File: src/rtl/me_pkg.sv
// me_pkg: shared constants and types for the motion-estimation min-SAD tracker.
//   - default geometry / width constants (overridable per instance)
//   - me_state_e : window FSM state (IDLE, RUN)
//   - me_s1_t    : stage-1 payload (batch minimum, its column/row, window tags)
package me_pkg;

  localparam int PIXELS_IN_BATCH = 16;
  localparam int SAD_BIT_WIDTH   = 14;
  localparam int SEARCH_W        = 32;
  localparam int SEARCH_H        = 32;
  localparam int MV_BIT_WIDTH    = 6;
  localparam int ZMV_BIAS        = 16;

  localparam int COL_W = $clog2(SEARCH_W);
  localparam int ROW_W = $clog2(SEARCH_H);

  typedef enum logic {
    IDLE = 1'b0,
    RUN  = 1'b1
  } me_state_e;

  // Widths follow the package defaults above.
  typedef struct packed {
    logic [SAD_BIT_WIDTH-1:0] value;
    logic [COL_W-1:0]         col;
    logic [ROW_W-1:0]         row;
    logic                     first;
    logic                     last;
    logic                     valid;
  } me_s1_t;

endpackage

File: src/rtl/me_min_tree.sv
// me_min_tree: combinational N-way minimum with index.
//   vals    : N packed values, element k is candidate k
//   min_val : smallest value
//   min_idx : index of the smallest value; ties resolve to the lower index
// Built as a heap-ordered binary tree: leaves at N..2N-1, node i merges 2i
// (lower indices) and 2i+1, so keeping the left child on ties gives the
// lowest-index winner. N must be a power of two.
module me_min_tree #(
  parameter int N  = 16,
  parameter int W  = 14,
  parameter int IW = (N > 1) ? $clog2(N) : 1
) (
  input  logic [N-1:0][W-1:0] vals,
  output logic [W-1:0]        min_val,
  output logic [IW-1:0]       min_idx
);

  logic [W-1:0]  nv [1:2*N-1];
  logic [IW-1:0] ni [1:2*N-1];

  always_comb begin
    for (int k = 0; k < N; k++) begin
      nv[N+k] = vals[k];
      ni[N+k] = IW'(k);
    end
    for (int i = N - 1; i >= 1; i--) begin
      if (nv[2*i+1] < nv[2*i]) begin
        nv[i] = nv[2*i+1];
        ni[i] = ni[2*i+1];
      end else begin
        nv[i] = nv[2*i];
        ni[i] = ni[2*i];
      end
    end
  end

  assign min_val = nv[1];
  assign min_idx = ni[1];

endmodule

File: src/rtl/me_msad_tracker.sv
// me_msad_tracker: window-level minimum-SAD search with block handshake.
// Ports:
//   clk, rst            : clock (rising edge), asynchronous active-low reset
//   start_i             : pulse, opens a new SEARCH_W x SEARCH_H window
//   batch_valid_i       : sad_batch_i holds PIXELS_IN_BATCH SADs of one row
//   sad_batch_i         : candidate k at [(k+1)*SAD_BIT_WIDTH-1 : k*SAD_BIT_WIDTH]
//   busy_o              : window open
//   done_o              : pulse, best_* outputs just updated
//   best_sad_o          : window minimum
//   best_mv_x_o/_y_o    : signed vector of the winner (col - W/2, row - H/2)
//   err_o               : pulse, protocol violation seen the cycle before
// Pipeline: stage 1 = batch min tree + tags, stage 2 = running minimum/result.
// Build option: define ME_ZMV_BIAS_EN to subtract ZMV_BIAS (saturating) from
// the zero-vector candidate before the tree.
module me_msad_tracker #(
  parameter int PIXELS_IN_BATCH = me_pkg::PIXELS_IN_BATCH,
  parameter int SAD_BIT_WIDTH   = me_pkg::SAD_BIT_WIDTH,
  parameter int SEARCH_W        = me_pkg::SEARCH_W,
  parameter int SEARCH_H        = me_pkg::SEARCH_H,
  parameter int MV_BIT_WIDTH    = me_pkg::MV_BIT_WIDTH
`ifdef ME_ZMV_BIAS_EN
  ,parameter int ZMV_BIAS       = me_pkg::ZMV_BIAS
`endif
) (
  input  logic                                     clk,
  input  logic                                     rst,
  input  logic                                     start_i,
  input  logic                                     batch_valid_i,
  input  logic [PIXELS_IN_BATCH*SAD_BIT_WIDTH-1:0] sad_batch_i,
  output logic                                     busy_o,
  output logic                                     done_o,
  output logic [SAD_BIT_WIDTH-1:0]                 best_sad_o,
  output logic [MV_BIT_WIDTH-1:0]                  best_mv_x_o,
  output logic [MV_BIT_WIDTH-1:0]                  best_mv_y_o,
  output logic                                     err_o
);
  import me_pkg::*;

  localparam int BCOLS  = SEARCH_W / PIXELS_IN_BATCH;
  localparam int BCOL_W = (BCOLS > 1) ? $clog2(BCOLS) : 1;
  localparam int K_W    = (PIXELS_IN_BATCH > 1) ? $clog2(PIXELS_IN_BATCH) : 1;

  me_state_e          state, state_nxt;
  logic [BCOL_W-1:0]  bcol;
  logic [ROW_W-1:0]   row;
  logic               accept, first_batch, last_batch, err_nxt;

  assign accept      = (state == RUN) && batch_valid_i;
  assign first_batch = (bcol == '0) && (row == '0);
  assign last_batch  = (bcol == BCOL_W'(BCOLS - 1)) && (row == ROW_W'(SEARCH_H - 1));
  assign busy_o      = (state == RUN);

  // ---------------- window FSM ----------------
  always_comb begin
    state_nxt = state;
    err_nxt   = 1'b0;
    unique case (state)
      IDLE: begin
        if (start_i)       state_nxt = RUN;
        if (batch_valid_i) err_nxt   = 1'b1;  // batch outside a window is dropped
      end
      RUN: begin
        if (accept && last_batch) state_nxt = IDLE;
        if (start_i)              err_nxt   = 1'b1;  // window carries on
      end
      default: state_nxt = IDLE;
    endcase
  end

  always_ff @(posedge clk or negedge rst) begin
    if (!rst) begin
      state <= IDLE;
      bcol  <= '0;
      row   <= '0;
      err_o <= 1'b0;
    end else begin
      state <= state_nxt;
      err_o <= err_nxt;
      if (state == IDLE && start_i) begin
        bcol <= '0;
        row  <= '0;
      end else if (accept) begin
        if (bcol == BCOL_W'(BCOLS - 1)) begin
          bcol <= '0;
          row  <= (row == ROW_W'(SEARCH_H - 1)) ? '0 : row + 1'b1;
        end else begin
          bcol <= bcol + 1'b1;
        end
      end
    end
  end

  // ---------------- per-lane input conditioning ----------------
  logic [PIXELS_IN_BATCH-1:0][SAD_BIT_WIDTH-1:0] lane_sad;

`ifdef ME_ZMV_BIAS_EN
  for (genvar k = 0; k < PIXELS_IN_BATCH; k++) begin : g_lane
    logic [SAD_BIT_WIDTH-1:0] raw;
    logic                     zmv;
    assign raw = sad_batch_i[k*SAD_BIT_WIDTH +: SAD_BIT_WIDTH];
    // Lane sits on the zero vector when its column/row are the window centre.
    assign zmv = (int'(bcol) * PIXELS_IN_BATCH + k == SEARCH_W / 2) &&
                 (int'(row) == SEARCH_H / 2);
    assign lane_sad[k] = !zmv ? raw :
                         (raw > SAD_BIT_WIDTH'(ZMV_BIAS)) ? raw - SAD_BIT_WIDTH'(ZMV_BIAS) : '0;
  end
`else
  assign lane_sad = sad_batch_i;
`endif

  // ---------------- stage 1: batch minimum ----------------
  logic [SAD_BIT_WIDTH-1:0] min_val;
  logic [K_W-1:0]           min_idx;
  me_s1_t                   s1;

  me_min_tree #(
    .N (PIXELS_IN_BATCH),
    .W (SAD_BIT_WIDTH)
  ) u_tree (
    .vals    (lane_sad),
    .min_val (min_val),
    .min_idx (min_idx)
  );

  always_ff @(posedge clk or negedge rst) begin
    if (!rst) begin
      s1 <= '0;
    end else begin
      s1.valid <= accept;
      if (accept) begin
        s1.value <= min_val;
        s1.col   <= COL_W'(int'(bcol) * PIXELS_IN_BATCH + int'(min_idx));
        s1.row   <= row;
        s1.first <= first_batch;
        s1.last  <= last_batch;
      end
    end
  end

  // ---------------- stage 2: running minimum ----------------
  // Strict less-than keeps the raster-earlier candidate on ties; the first
  // batch of a window reloads unconditionally so windows never mix.
  logic [SAD_BIT_WIDTH-1:0] run_sad, fin_sad;
  logic [COL_W-1:0]         run_col, fin_col;
  logic [ROW_W-1:0]         run_row, fin_row;
  logic                     take;

  assign take    = s1.first || (s1.value < run_sad);
  assign fin_sad = take ? s1.value : run_sad;
  assign fin_col = take ? s1.col   : run_col;
  assign fin_row = take ? s1.row   : run_row;

  always_ff @(posedge clk or negedge rst) begin
    if (!rst) begin
      run_sad     <= '0;
      run_col     <= '0;
      run_row     <= '0;
      done_o      <= 1'b0;
      best_sad_o  <= '0;
      best_mv_x_o <= '0;
      best_mv_y_o <= '0;
    end else begin
      done_o <= s1.valid && s1.last;
      if (s1.valid) begin
        run_sad <= fin_sad;
        run_col <= fin_col;
        run_row <= fin_row;
      end
      if (s1.valid && s1.last) begin
        best_sad_o  <= fin_sad;
        best_mv_x_o <= MV_BIT_WIDTH'(int'(fin_col) - SEARCH_W / 2);
        best_mv_y_o <= MV_BIT_WIDTH'(int'(fin_row) - SEARCH_H / 2);
      end
    end
  end

endmodule

File: config.mk
export PLATFORM = sky130hd
export DESIGN_NAME = me_msad_tracker
export DESIGN_NICKNAME = d
export VERILOG_FILES = /design/src/rtl/me_pkg.sv /design/src/rtl/me_min_tree.sv /design/src/rtl/me_msad_tracker.sv
export SDC_FILE = /design/constraint.sdc
export NUM_CORES = 1
export LEC_CHECK = 0
export CAP_MARGIN = 30
export CORE_ASPECT_RATIO = 0.75
export CORE_MARGIN = 2
export CORE_UTILIZATION = 30
export DETAILED_ROUTE_END_ITERATION = 6
export PLACE_DENSITY = 0.54
export RECOVER_POWER = 25
export SLEW_MARGIN = 5
export SYNTH_ARGS = -nofsm -noshare
export SYNTH_HDL_FRONTEND = slang
export SYNTH_HIERARCHICAL = 1
export SYNTH_SLANG_ARGS = --single-unit
File: constraint.sdc
create_clock -name clk -period 5.9 [get_ports clk]
set_clock_uncertainty 0.15 [all_clocks]
set_input_delay 0.59 -clock clk [delete_from_list [all_inputs] [get_ports clk]]
set_output_delay 0.59 -clock clk [all_outputs]
set_load 0.02 [all_outputs]
## Yosys cells after proc, flatten, opt, wreduce, memory -nomap -nowiden

Index checks and enable logic that the tools add are counted.

| storage, ports and cells | value |
|---|---|
| register bits after elaboration | 86 |
| input bits | 228 |
| output and inout bits | 29 |

| operators by class | value |
|---|---|
| add/subtract/negate cells | 5 |
| $lt $le $gt $ge | 16 |
| equal/unequal tests | 1 |
| mux-type cells | 45 |
| bitwise gates (word level) | 2 |
| reduce and logical (&&, ||, !) cells | 11 |

Operators by type and width:

| cell | count |
|---|---|
| less-than comparator 14 bit | 16 |
| 2-to-1 mux 14 bit | 16 |
| 2-to-1 mux 5 bit | 6 |
| 2-to-1 mux 1 bit | 14 |
| subtractor 5 x 5 -> 6 bit (second input constant) | 2 |
| 2-to-1 mux 2 bit | 4 |
| logical AND 1 bit | 6 |
| 2-to-1 mux 3 bit | 2 |
| adder 5 x 1 -> 5 bit (second input constant) | 1 |
| adder 5 x 4 -> 5 bit | 1 |
| == test 5 bit (second input constant) | 1 |
| logical NOT 5 bit | 1 |
| 2-to-1 mux 4 bit | 1 |
| case mux 1 bit (2 select lines) | 2 |
| nonzero test 2 bit | 2 |
| inverter 1 bit | 2 |
| AND reduction 2 bit | 1 |
| adder 1 bit (second input constant) | 1 |
| logical OR 1 bit | 1 |

## Logic depth before layout (Yosys ltp)

Gate-level depths: netlist of run 1.

| depth | value |
|---|---|
| depth in word-level cells | 9 |
| depth in mapped cells | 47 |

## Cells and area by module

Netlist of run 1, hierarchy kept.

By module, submodules not included:

| module | times used | cells an instance | area an instance (um^2) | seq. area each (um^2) |
|---|---|---|---|---|
| me_min_tree | 1 | 1121 | 7656.1 | 0.0 |
| me_msad_tracker | 1 | 343 | 4015.1 | 2102.0 |

## Worst setup path before layout of run 1

No wires, ideal clock.

| path | value |
|---|---|
| path type | input to register |
| from | in sad_batch_i[115] |
| to | reg s1[8] (netlist bit) |
| setup time | 0.125 ns |
| data arrival time | 8.622 ns |
| setup slack | -2.996 ns |
| cell stages on the path | 38 |
| buffers on the path | 5 |
| cells stage by stage | inv_1 -> ha_1 -> a211o_1 -> a21oi_2 -> o21ai_2 -> a221oi_4 -> clkbuf_1 -> clkbuf_1 -> a21oi_1 -> ha_1 -> nand4_1 -> or4_1 -> mux2i_2 -> o21ai_0 -> and2_0 -> clkbuf_1 -> mux2_2 -> ha_1 -> (+2 left out) -> a211oi_1 -> a21boi_4 -> o21a_1 -> buf_2 -> buf_2 -> nor2_1 -> a21oi_1 -> inv_1 -> ha_1 -> and4_1 -> a21oi_1 -> a21oi_1 -> a211oi_1 -> nor2_1 -> a211oi_1 -> o21ai_4 -> mux2_1 -> mux2_2 |

| between the ends | value |
|---|---|
| word-level cells in the longest chain between the ends | 9 |
| elaborated cells between the ends (all ways) | 12 |
| classes of those cells | add/sub (1); order compare (4); mux (7) |

RTL lines:

| element | RTL line | text |
|---|---|---|
| start, declared | me_msad_tracker.sv:29 | `input logic [PIXELS_IN_BATCH*SAD_BIT_WIDTH-1:0] sad_batch_i,` |
| less-than comparator 14 bit | me_min_tree.sv:27 | `if (nv[2*i+1] < nv[2*i]) begin` |
| 2-to-1 mux 14 bit | me_min_tree.sv:27 |  |
| less-than comparator 14 bit | me_min_tree.sv:27 |  |
| 2-to-1 mux 14 bit | me_min_tree.sv:27 |  |
| less-than comparator 14 bit | me_min_tree.sv:27 |  |
| 2-to-1 mux 14 bit | me_min_tree.sv:27 |  |
| less-than comparator 14 bit | me_min_tree.sv:27 |  |
| 2-to-1 mux 4 bit * | me_min_tree.sv:27 |  |
| named net min_idx[0] | me_msad_tracker.sv:113 | `logic [K_W-1:0] min_idx;` |
| adder 5 x 4 -> 5 bit * | me_msad_tracker.sv:132 | `s1.col <= COL_W'(int'(bcol) * PIXELS_IN_BATCH + int'(min_idx));` |
| end, declared | me_msad_tracker.sv:114 | `me_s1_t s1;` |

The timed path passes the listed nets; every way through them passes the cells marked *.
A chain may end at the register's enable or synchronous reset.

## Worst setup path after layout of run 1

| path | value |
|---|---|
| from | in sad_batch_i[175] |
| to | reg s1[8] (netlist bit) |

The elaborated chain is that of the path after synthesis.

==> results of run 1 <==
worst paths after layout:
path                                  start        endpoint  slack (ns)  cells past startpoint
setup reg to reg                     s1[26]  best_mv_x_o[4]        2.55                      7
min in group asynchronous               rst      run_row[1]        0.41                      1
hold / removal                best_sad_o[7]   best_sad_o[7]        0.34                      2
setup / recovery           sad_batch_i[175]           s1[8]       -1.69                     43
max in group asynchronous               rst     run_sad[11]        1.46                      2
hold reg to reg               best_sad_o[7]   best_sad_o[7]        0.34                      2
final cells by class:
cell class              instances  area [µm²]  share of cell area
clock buffers                  11       242.7             0.01036
clock inverters                 3       15.01           0.0006411
inverters                     177       681.9             0.02911
multi-input cells            1146       11430              0.4880
flip-flops and latches         84        2102             0.08975
well taps                     512       640.6             0.02735
repair buffers               1007        8303              0.3545
repair inverters                1       7.507           0.0003205
sequential cells by signal, indices dropped and copies added, names as in the netlist, named ones only:
| register | cells |
|---|---|
| err_o | 1 |
| done_o | 1 |
| row | 5 |
| run_row | 4 |
| busy_o | 1 |
| s1 | 27 |
| best_mv_x_o | 5 |
| bcol | 1 |
| best_mv_y_o | 5 |
| run_col | 4 |
| run_sad | 14 |
| best_sad_o | 14 |
Yosys cell counts, types with 4 or more instances:
library cell	count	share of area
a211oi_1	13	0.0084
a21o_1	40	0.026
a21oi_1	162	0.069
a21oi_2	5	0.0038
a22o_1	5	0.0038
a31oi_1	25	0.013
and3_1	16	0.0086
and4_1	4	0.0030
buf_1	5	0.0016
buf_2	6	0.0026
clkbuf_1	40	0.013
dfrtp_1	84	0.18
ha_1	203	0.22
inv_1	176	0.057
mux2_2	45	0.043
mux2_4	21	0.027
mux2i_1	51	0.044
nand2_1	142	0.046
nand2b_1	11	0.0059
nand3_1	22	0.0094
nand4_1	29	0.016
nor2_1	116	0.037
nor2b_1	8	0.0043
nor3_1	11	0.0047
o2111ai_1	23	0.017
o211ai_1	28	0.018
o21a_1	20	0.013
o21ai_0	53	0.023
o21ai_1	4	0.0017
o21ai_2	4	0.0030
or3_1	4	0.0021
metal layers:
metal  vias up  share of wire
met5         -        0.00078
met4         6          0.019
met3        82          0.036
met2       290           0.49
met1      7017           0.45
li1       7232              -
cells by family (layout without fill, tap and decap cells):
kind of cell | count (synthesis) | count (layout) | synth area share
and+or+nand+nor | 384 | 384 | 0.1501
adders and majority gates | 205 | 205 | 0.2194
buffers and inverters | 234 | 1199 | 0.08062
DFF | 84 | 84 | 0.1801
xor gates and xnor gates | 3 | 3 | 0.002252
muxes | 119 | 119 | 0.1163
AOI/OAI and AO/OA | 435 | 435 | 0.2512
power by group through the flow:
stage	clock, W	combinational, W	sequential [W]
after floorplan	0	0.00291	0.000890
after global placement	0	0.00473	0.000944
after detailed placement	0	0.00485	0.000950
after CTS	0.000516	0.00587	0.000942
after global routing	0.000537	0.00692	0.000971
final	0.000507	0.00641	0.000945
worst reg2reg max path, delay by kind of cell, from the launching register on:
kind,cells,cell delay [ns]
adder cells (fa/ha/maj),1,0.34
AO/OA/AOI/OAI,5,1.94
flip-flops,1,0.41
buffers and inverters,1,0.34
what timing repair did:
item / in CTS / in global routing
cloned: 7 / 0
resized for setup: 694 / 129
buffers inserted: 203 / 31
endpoints found under the setup margin: 18 / 18
pin swaps: 211 / 91
through the flow:
stage | std cells | worst slack, ns | utilization | area (µm²)
2_1_floorplan | 1464 | -1.816 | - | 11970
3_3_place_gp | 2688 | -2.456 | 0.4865 | 18640
5_1_grt | 2941 | -2.067 | 0.6112 | 23420
3_5_place_dp | 2690 | -2.799 | 0.4880 | 18700
4_1_cts | 2913 | -1.589 | 0.5905 | 22630
6_report | 2941 | -1.688 | 0.6112 | 23420
==> flow_summary_export.csv, run 1 <==
group,metric,value,unit
clocking,root_buffer,"clkbuf_16",
sta,setup_tns,-29.68,ns
die,io_pins,257,
cells_and_area,layout_commonest_cell,"buf_4",
synthesis,synth-main-ff-cell,"dfrtp_1",
global_routing,grt_max_degree,61,
routing,route.detailed.drc,0,
die,die-width,231.8,µm
die,die_h,174.8,µm
outcome,status,"finished, violations left",
worst_setup_path,crit_fanout,10,
sta,setup_ws,-1.688,ns
sta,drv_slew,61,
worst_setup_path,critPathKind,"input pin to flip-flop",
worst_setup_path,crit_required,5.97,ns
synthesis,synthDistinctLibCells,88,
global_routing,grt_util_met2,0.4080,
synthesis,ys_async_sr_fraction,1.000,
global_routing,antenna_found_initial,3,
synthesis,syn_area,11670,µm²
global_routing,groute.usage.overall,0.2290,
routing,vias,14627,
cells_and_area,area_growth_syn_to_layout,100.7,%
pwr,p_total,0.007865,W
worst_setup_path,cp-start-kind,"input pin",
cells_and_area,fin_nets,2857,
synthesis,avgSynthCellArea,7.972,µm²
synthesis,synthesis.nets,1895,
cells_and_area,drive_gt1_frac,0.5558,
synthesis,yosys_register_bits,84,
outcome,violations,"capacitance limit, slew limit, setup timing",
die,core,38320,µm²
global_routing,top_usage_layer,"met2",
global_routing,grt_use_met3,0.03035,
routing,drt-pass1-iter-count,5,
global_routing,grt_overflow_total,0,
pwr,vdd_drop_max,0.0003391,V
routing,routed_wl,48470,µm
sta,maxSlewHeadroom,-1.181,
pwr,clkPwrFrac,0.064,
pwr,p_int,0.004516,W
worst_setup_path,path_buf_inv,11,
place,dpl.hpwl,34410,µm
hold_path,hp-class,"flip-flop to flip-flop",
synthesis,yosys_warnings,6,
sta,final.min_clock_period,7.588,ns
routing,drt_iter0_markers,558,
sta,rsz0062_at_grt,"yes",
worst_setup_path,critPathSlowestCell,"mux2_4",
cells_and_area,diodes,0,
clocking,htree_levels,3,
pwr,combinationalPowerShare,0.815,
worst_setup_path,crit_top_cell,"ha_4",
global_routing,first_global_vias,15305,
flow_run,max_cap_viol_count,1,
synthesis,synth-edff-count,0,
worst_setup_path,cpLargestDelayFamily,"compound AO/OA/AOI/OAI gates",
clocking,clk_pin_slew,0.05,ns
clocking,clock_latency,0.34,ns
pwr,p_per_area,335.8,nW/µm²
cells_and_area,most-common-layout-cells,"buf_4 (702), nand2_1 (118), dlygate4sd2_1 (109), ha_4 (104), clkdlybuf4s50_1 (102)",
routing,ant_nets,0,
synthesis,seq_area_frac_synth,0.1801,
worst_setup_path,crit_arrival,7.66,ns
sta,period_share,1.286,
sta,hold_viol,0,
sta,fin_hold_ws,0.3417,ns
pwr,switching_power,0.003349,W
global_routing,grt_pass1_wl,76220,µm
clocking,clockBufferDepth,2,
place,portBuffers,256,
place,gp_congestion,0.9091,
global_routing,use_met1,0.2942,
clocking,cts_made_buffers,9,
pwr,switching_share,0.4258,
clocking,ctsHoldBuffers,0,
die,row_count,62,
worst_setup_path,crit_path_end_kind,"flip-flop",
pwr,p_seq_frac,0.120,
sta,fmax,131.8,MHz
routing,wl_per_cell,16.48,µm
die,dieArea,40510,µm²
clocking,cts_sinks,84,
routing,viasPerCell,4.973,
pwr,leakage,11.18,nW
sta,tightestPinTransition,3.272,ns
clocking,cts_tree,"yes",
sta,setup_viol,18,
worst_setup_path,slowest_delay,0.33,ns
cells_and_area,fill_cells,3183,
die,initial_core_util,0.3046,
synthesis,synth_cells,1464,
Power figures use the tool's default switching activity.
==> inputs of run 2 (changes only) <==
--- a/config.mk
+++ b/config.mk
@@ -6,7 +6,7 @@
 export NUM_CORES = 1
 export LEC_CHECK = 0
 export CAP_MARGIN = 30
-export CORE_ASPECT_RATIO = 0.75
+export CORE_ASPECT_RATIO = 1.5
 export CORE_MARGIN = 2
 export CORE_UTILIZATION = 30
 export DETAILED_ROUTE_END_ITERATION = 6
==> flow_summary_export.csv, run 2 (synthesis results as in run 1) <==
group,metric,value,unit
outcome,status,"finished, violations left",
outcome,violations,"capacitance limit, slew limit, setup timing",
global_routing,grt_pass1_wl,71160,µm
sta,setup_tns,-31.81,ns
die,die_h,245.6,µm
sta,final.min_clock_period,7.712,ns
worst_setup_path,reg2reg_setup_slack,2.76,ns
global_routing,groute.usage.overall,0.2154,
global_routing,antenna_found_initial,0,
sta,tightestPinTransition,2.531,ns
global_routing,first_global_vias,14960,
sta,hold_viol,0,
cells_and_area,layout_commonest_cell,"buf_4",
clocking,clock_latency,0.33,ns
clocking,cts_sinks,84,
clocking,clk_pin_slew,0.06,ns
worst_setup_path,critPathKind,"input pin to flip-flop",
worst_setup_path,cp.depth,38,
clocking,htree_levels,3,
pwr,leakage,10.97,nW
sta,rsz0062_at_grt,"yes",
place,gp_congestion,0.9157,
sta,setup_viol,18,
place,dpl.hpwl,35650,µm
hold_path,hp-class,"flip-flop to flip-flop",
clocking,root_buffer,"clkbuf_16",
routing,route.detailed.drc,0,
worst_setup_path,crit_arrival,7.78,ns
cells_and_area,largest_reg_flops,27,
clocking,cts_made_buffers,9,
die,core,38430,µm²
cells_and_area,drive_gt1_frac,0.4813,
routing,wl_met1,17640,µm
routing,top_layer,"met4",
worst_setup_path,crit_fanout,8,
worst_setup_path,cpLargestDelayFamily,"compound AO/OA/AOI/OAI gates",
routing,routed_wl,46990,µm
die,io_pins,257,
die,dieArea,40530,µm²
routing,vias,14395,
cells_and_area,fin_nets,2782,
routing,drt-pass1-iter-count,5,
worst_setup_path,critPathSlowestCell,"or4_4",
worst_setup_path,slowest_delay,0.58,ns
routing,viasPerCell,5.049,
flow_run,max_cap_viol_count,1,
cells_and_area,fin_area,22390,µm²
sta,drv_slew,45,
cells_and_area,diodes,0,
place,placed_area,18670,µm²
worst_setup_path,crit_required,5.97,ns
hold_path,holdPathStages,2,
sta,fmax,129.7,MHz
routing,drt_iter0_markers,591,
routing,wl_met3,1063,µm
die,row_count,88,
sta,period_share,1.307,
worst_setup_path,cp-start-kind,"input pin",
pwr,vdd_drop_max,0.0003873,V
die,die-width,165.0,µm
cells_and_area,regMostFlops,"s1",
cells_and_area,top_regs,"s1 (27), best_sad_o (14), run_sad (14)",
cells_and_area,area_growth_syn_to_layout,91.82,%
cells_and_area,fill_cells,3273,
routing,ant_nets,0,
clocking,clockBufferDepth,2,
cells_and_area,most-common-layout-cells,"buf_4 (629), clkdlybuf4s50_1 (177), nand2_1 (133), inv_1 (129), ha_1 (120)",
cells_and_area,multi_input_area,10760,µm²
global_routing,grt_overflow_total,0,
pwr,p_per_area,336.5,nW/µm²
cells_and_area,regArea,2102,µm²
routing,wl_per_cell,16.48,µm
worst_setup_path,rr_worst_depth,6,
worst_setup_path,path_buf_inv,8,
sta,setup_ws,-1.812,ns
worst_setup_path,crit_path_end_kind,"flip-flop",
clocking,cts_tree,"yes",
place,portBuffers,256,
die,initial_core_util,0.3037,
global_routing,grt_max_degree,46,
sta,maxSlewHeadroom,-0.6873,
routing,met2_length,26510,µm
## run 2: metrics by stage
step	total power, W	hold WS (ns)	setup slack, ns	util	instances
2_1_floorplan	0.003799	0.1444	-1.816	-	1464
3_3_place_gp	0.005685	0.2266	-2.439	0.4838	2670
3_5_place_dp	0.005826	0.2280	-2.797	0.4857	2673
4_1_cts	0.007038	0.3510	-1.735	0.5425	2811
5_1_grt	0.008074	0.3715	-2.108	0.5826	2851
6_report	0.007534	0.3447	-1.812	0.5826	2851
## run 2: power by group
| group | total (W) | switching, W | internal [W] | leakage, nW |
|---|---|---|---|---|
| logic | 0.00605 | 0.00277 | 0.00329 | 9.77 |
| registers | 0.000942 | 0.000173 | 0.000769 | 1.07 |
| clock network | 0.000540 | 0.000221 | 0.000319 | 0.138 |
## run 2: path summary, 6_finish.rpt
check / endpoint / startpoint
setup / recovery: s1[8] / sad_batch_i[124]
hold / removal: best_mv_y_o[0] / best_mv_y_o[0]
setup reg to reg: run_sad[1] / s1[26]
hold reg to reg: best_mv_y_o[0] / best_mv_y_o[0]
max in group asynchronous: best_sad_o[6] / rst
min in group asynchronous: best_mv_x_o[1] / rst
## run 2: timing repair
item,in CTS,in global routing
resized for setup,269,292
pin swaps,106,129
setup buffers,117,40
cloned,6,3
endpoints found under the hold margin,2,0
hold buffers,1,0
endpoints found under the setup margin,18,18
## run 2: per-layer routing
metal	up-vias	global-route usage
met1	6887	0.2245
met4	0	0.07673
met2	309	0.4390
li1	7081	-
met5	-	0
met3	118	0.01316
## run 2: area by class of cell
type / instances / share of cell area
Clock buffer: 13 / 0.01207
Timing Repair inverter: 1 / 0.0003353
Clock inverter: 3 / 0.0008942
Inverter: 177 / 0.03024
Timing Repair Buffer: 932 / 0.3544
Tap cell: 495 / 0.02766
Multi-Input combinational cell: 1146 / 0.4805
Sequential cell: 84 / 0.09389
## run 2: tightest hold or removal path: stages, from the launching register on
cell and delay (ns):
dfrtp_1 0.34, nand2_1 0.05, o211ai_1 0.07
